==> config.mk <==
export PLATFORM = sky130hd
export DESIGN_NAME = acc_seq_ctrl
export DESIGN_NICKNAME = d
export VERILOG_FILES = /design/src/rtl/acc_seq_ctrl.sv
export SDC_FILE = /design/constraint.sdc
export NUM_CORES = 1
export LEC_CHECK = 0
export CAP_MARGIN = 5
export CORE_AREA = 2 2 208 210
export DETAILED_ROUTE_END_ITERATION = 8
export DIE_AREA = 0 0 210 212
export GPL_ROUTABILITY_DRIVEN = 0
export HOLD_SLACK_MARGIN = 0.02
export PLACE_DENSITY = 0.85
export SLEW_MARGIN = 20
export SYNTH_ARGS = -nofsm -noshare
export SYNTH_HDL_FRONTEND = slang
export SYNTH_SLANG_ARGS = --single-unit
==> constraint.sdc <==
create_clock -name clk -period 5.38 [get_ports clk]
set_input_delay 1.076 -clock clk [delete_from_list [all_inputs] [get_ports clk]]
set_output_delay 1.076 -clock clk [all_outputs]
set_load 0.005 [all_outputs]
==> src/rtl/acc_seq_ctrl.sv <==
// Skew-aware capture of systolic column results into a ROWS x COLS bank, then a row-by-row drain.
// Optional build macro ACC_SAT_EN: accumulate-mode addition saturates (signed) instead of wrapping.
module acc_seq_ctrl #(
    parameter int DATA_W   = 32,
    parameter int NUM_COLS = 2,
    parameter int MAX_ROWS = 4,
    parameter int LAT      = 2
) (
    input  logic                          clk,
    input  logic                          reset,
    input  logic                          start,
    input  logic                          accumulate,
    input  logic [$clog2(MAX_ROWS+1)-1:0] num_rows,
    input  logic [NUM_COLS*DATA_W-1:0]    col_in,
    output logic                          busy,
    output logic                          full,
    output logic                          out_valid,
    input  logic                          out_ready,
    output logic [NUM_COLS*DATA_W-1:0]    out_data,
    output logic [$clog2(MAX_ROWS)-1:0]   out_row,
    output logic                          done,
    output logic                          error
);
    localparam int NR_W  = $clog2(MAX_ROWS+1);
    localparam int ROW_W = $clog2(MAX_ROWS);
    localparam int CNT_W = $clog2(LAT + MAX_ROWS + NUM_COLS + 1);
`ifdef ACC_SAT_EN
    localparam logic signed [DATA_W-1:0] SAT_MAX = {1'b0, {(DATA_W-1){1'b1}}};
    localparam logic signed [DATA_W-1:0] SAT_MIN = {1'b1, {(DATA_W-1){1'b0}}};
`endif

    typedef enum logic [1:0] {S_IDLE, S_CAPTURE, S_DRAIN, S_DONE} state_t;

    state_t                   state;
    state_t                   state_nxt;
    logic [CNT_W-1:0]         cnt;
    logic [CNT_W-1:0]         t_last;
    logic [NR_W-1:0]          n_rows;
    logic                     acc_q;
    logic [ROW_W-1:0]         row;
    logic                     error_q;
    logic                     last_sample;
    logic                     last_row;
    logic signed [DATA_W-1:0] bank     [MAX_ROWS][NUM_COLS];
    logic signed [DATA_W-1:0] col_word [NUM_COLS];

    function automatic logic signed [DATA_W-1:0] acc_add(
        input logic signed [DATA_W-1:0] a,
        input logic signed [DATA_W-1:0] b
    );
        logic signed [DATA_W:0] sum;
        sum = {a[DATA_W-1], a} + {b[DATA_W-1], b};
`ifdef ACC_SAT_EN
        if (sum[DATA_W] != sum[DATA_W-1])
            return sum[DATA_W] ? SAT_MIN : SAT_MAX;
`endif
        return sum[DATA_W-1:0];
    endfunction

    always_comb begin
        for (int c = 0; c < NUM_COLS; c++)
            col_word[c] = col_in[c*DATA_W +: DATA_W];
    end

    // The last sample lands on the bottom-right cell: row N-1, column NUM_COLS-1.
    assign t_last      = CNT_W'(LAT + NUM_COLS - 2) + CNT_W'(n_rows);
    assign last_sample = (state == S_CAPTURE) && (cnt == t_last);
    assign last_row    = (NR_W'(row) == (n_rows - NR_W'(1)));

    always_ff @(posedge clk) begin
        if (reset)
            state <= S_IDLE;
        else
            state <= state_nxt;
    end

    always_comb begin
        state_nxt = state;
        busy      = 1'b0;
        full      = 1'b0;
        out_valid = 1'b0;
        done      = 1'b0;
        case (state)
            S_IDLE: begin
                if (start)
                    state_nxt = (num_rows == '0) ? S_DONE : S_CAPTURE;
            end
            S_CAPTURE: begin
                busy = 1'b1;
                if (last_sample)
                    state_nxt = S_DRAIN;
            end
            S_DRAIN: begin
                busy      = 1'b1;
                full      = 1'b1;
                out_valid = 1'b1;
                if (out_ready && last_row)
                    state_nxt = S_DONE;
            end
            S_DONE: begin
                done      = 1'b1;
                state_nxt = S_IDLE;
            end
            default: state_nxt = S_IDLE;
        endcase
    end

    // Job configuration, cycle counter and drain row pointer.
    always_ff @(posedge clk) begin
        if (reset) begin
            cnt     <= '0;
            n_rows  <= '0;
            acc_q   <= 1'b0;
            row     <= '0;
            error_q <= 1'b0;
        end else begin
            error_q <= start && (state != S_IDLE);
            case (state)
                S_IDLE: begin
                    if (start) begin
                        cnt    <= CNT_W'(1);
                        n_rows <= (num_rows > NR_W'(MAX_ROWS)) ? NR_W'(MAX_ROWS) : num_rows;
                        acc_q  <= accumulate;
                        row    <= '0;
                    end
                end
                S_CAPTURE: cnt <= cnt + CNT_W'(1);
                S_DRAIN: begin
                    if (out_ready)
                        row <= last_row ? '0 : row + ROW_W'(1);
                end
                default: ;
            endcase
        end
    end

    // Each cell has exactly one capture cycle; col_in is don't-care everywhere else.
    always_ff @(posedge clk) begin
        if (reset) begin
            for (int r = 0; r < MAX_ROWS; r++)
                for (int c = 0; c < NUM_COLS; c++)
                    bank[r][c] <= '0;
        end else if (state == S_CAPTURE) begin
            for (int r = 0; r < MAX_ROWS; r++)
                for (int c = 0; c < NUM_COLS; c++)
                    if ((NR_W'(r) < n_rows) && (cnt == CNT_W'(LAT + r + c)))
                        bank[r][c] <= acc_q ? acc_add(bank[r][c], col_word[c]) : col_word[c];
        end
    end

    always_comb begin
        out_data = '0;
        if (state == S_DRAIN)
            for (int c = 0; c < NUM_COLS; c++)
                out_data[c*DATA_W +: DATA_W] = bank[row][c];
    end

    assign out_row = row;
    assign error   = error_q;

endmodule
==> metrics.txt <==
dpl ws=0.479 ns; pins over their slew limit=0; initial core utilization=0.613; first-pass GRT wire length=127000 um; via count=around 25k; layout cells sized above 1=0.0625; CTS Buffer Depth=3; crit-path cells=clkdlybuf4s50_1 > ha_1 > a21o_1 > and4_1 > o21ai_0 > a21oi_1 > o31ai_1 > buf_4 > o221ai_1 > o41ai_1 > mux2i_1 > nand2_1; syn nets=~3.2k; Seq/Total Area, Yosys=0.307; Leakage Power=between 10 and 15 nW; TritonCTS Buffers=35; port bufs=about 140; WHS=about 0.57 ns; DR iter-0 viols=3501; Via density=between 7 and 8; CP max-delay cell=clkdlybuf4s50_1; Placed Cells=between 3k and 4k; Nets=3311; total power=between 7 and 8 mW; top cell type by total area after synthesis=edfxtp_1; top layer in use=met5; DP HPWL=between 50000 and 60000 um; GRT Util Overall=0.356; RSZ-0062 raised after global routing=false; worst reg2reg startpoint=bank[2][0]$_SDFFCE_PN0P_; VDD IR-drop max=0.183 mV; Post-synth EDFFs=256; Worst Path Required=~5.7 ns; pwr dens=248 nW/um^2; FFs w/ async S/R, synth=0; Worst Setup SP=col_in[33]; flip-flop and latch count after synthesis=~270; critical path type=in2reg; startpoint types=primary input; post-synthesis cell area=about 26000 um^2; Area Overhead vs Synth=11.6%; final hold viol count=0; outcome=complete, no violations; wirelength, routed=slightly above 80000 um; post-route worst setup slack=just over 0.9 ns; antenna viol nets, final=0; clock-pin slew on the worst setup and hold paths=around 0.060 ns; Reg2Reg Setup Slack=1.64 ns; drt pass-1 iters=6; Worst Tran Pin Value=1.13 ns; met2 WL=37000 um; met3 WL=10100 um; period utilisation layout=0.831; Slowest Stage Delay on Critical Path=roughly 0.82 ns; most numerous cell in the Yosys netlist=a21oi_1; slew margin rel.=0.244; total core area=42500 um^2; # DRC=0; Synth Flop Type=edfxtp_1; vias in the first global route=about 24k; CTS root buffer=clkbuf_16; die width=~210 um; Worst EP arrival=roughly 4.8 ns; TritonCTS clock tree=built; CTS Sinks=approximately 270; Syn Inst Count=between 2k and 3k; CTS Hold Bufs=0; DIE AREA=44500 um^2; post-synth top area share=0.295; synth cell count leaders=a21oi_1 (394), nand2_1 (342), ha_1 (262); post-cts resize count=0; fmax=0.224 GHz; Post-Layout Cell Count=3541; DIE HEIGHT=about 210 um; Cell Rows=between 70 and 80; MaxCap Viol Count=0; Final setup viols=0; GRT overflow=0; largest net degree at the start of global routing=between 100 and 150; Critical Path End Type=register; Final TNS setup=0 ns; wire length on met1=30700 um; Yosys cell types=85; crit path time final=between 4 and 5 ns; Hold Crit Start=state[1]$_SDFFE_PP0P_; wire per inst=22.8 um; initial antenna violation count=3; setup skew after layout=~0.017 ns; top post-synthesis cells by area=edfxtp_1 (30%), ha_1 (13%), a21oi_1 (7.6%); Hold Crit Class=reg2reg; Avg Cell Area, Syn=between 9 and 10 um^2; postcts setup bufs=0; Ports=~140; clock latency on the worst-skew pair=approximately 0.53 ns; H-tree levels=2; Max FO, Critical Path=9; Yosys warnings=0
-- worst max-delay path, delay by kind of cell --
family	cells	cell delay [ns]
muxes	1	0.23
and+or+nand+nor	2	0.28
adders and majority gates	1	0.33
buffers and inverters	2	1.04
AOI/OAI and AO/OA	6	1.77
-- power breakdown --
part / internal [mW] / leakage, nW / switching [mW] / total, mW
registers: 2.39 / 2.77 / 0.129 / 2.52
clock network: 1.34 / 0.540 / 0.977 / 2.32
logic: 0.979 / 8.43 / 1.39 / 2.37
total: 4.71 / 11.7 / 2.49 / 7.21
-- flip-flops by register name (all words and copies together) (netlist names), named ones only --
| signal | count |
|---|---|
| out_row | 2 |
| state | 2 |
| n_rows | 3 |
| error | 1 |
| acc_q | 1 |
| bank | 256 |
| cnt | 4 |
-- area by class of cell --
cell class                      count  area, um^2
Inverter                           70         263
Multi-Input combinational cell   2421       17300
Fill cell                        3114       13400
Tap cell                          546         683
Clock buffer                       40         937
Sequential cell                   271        8000
Clock inverter                     22         155
Timing Repair Buffer              170        1680
Antenna cell                        1        2.50
-- metal layers --
layer  GRT usage  vias to the layer above
met1       0.470                    11761
met5           0                        -
li1            -                    11147
met4       0.133                        2
met2       0.589                     1752
met3      0.0609                      286
-- per-stage QoR --
step	instance area [um^2]	utilization
4_1_cts	29100	0.684
6_report	29100	0.684
3_5_place_dp	28000	0.658
5_1_grt	29100	0.684
2_1_floorplan	26000	-
3_3_place_gp	28000	0.658
-- logic make-up (layout without fill, tap and decap cells) --
logic type                 count (synthesis)  in the layout  synth area share
AOI/OAI and AO/OA                        996            996             0.242
xor gates and xnor gates                 201            201            0.0676
adders and majority gates                270            270             0.132
buffers and inverters                    199            302            0.0290
DFF                                      271            271             0.307
muxes                                     82             82            0.0623
other                                      0              1                 0
and+or+nand+nor                          872            872             0.160
-- final timing paths --
kind,cells after the start,endpoint
worst min-delay path,2,state[1]$_SDFFE_PP0P_
worst min register to register,2,state[1]$_SDFFE_PP0P_
worst max register to register,11,bank[2][30]$_SDFFCE_PN0P_
worst max-delay path,12,bank[3][29]$_SDFFCE_PN0P_
-- layout by cell type (no fill, tap or decap), types with 29 or more instances in the layout --
cell / instances
o22ai_1: 29
inv_1: 69
xor2_1: 74
o21ai_0: 129
nand2_1: 342
a211oi_1: 35
and3_1: 31
mux4_2: 64
o21bai_1: 35
a31oi_1: 31
nand3_1: 60
nor2_1: 164
nand4_1: 35
and2_1: 78
clkbuf_16: 37
ha_1: 261
a21o_1: 121
nor3_1: 29
nor2b_1: 30
a21oi_1: 394
edfxtp_1: 256
xnor2_1: 127
clkdlybuf4s50_1: 142
Note: power is estimated with default switching activity, not from simulation.
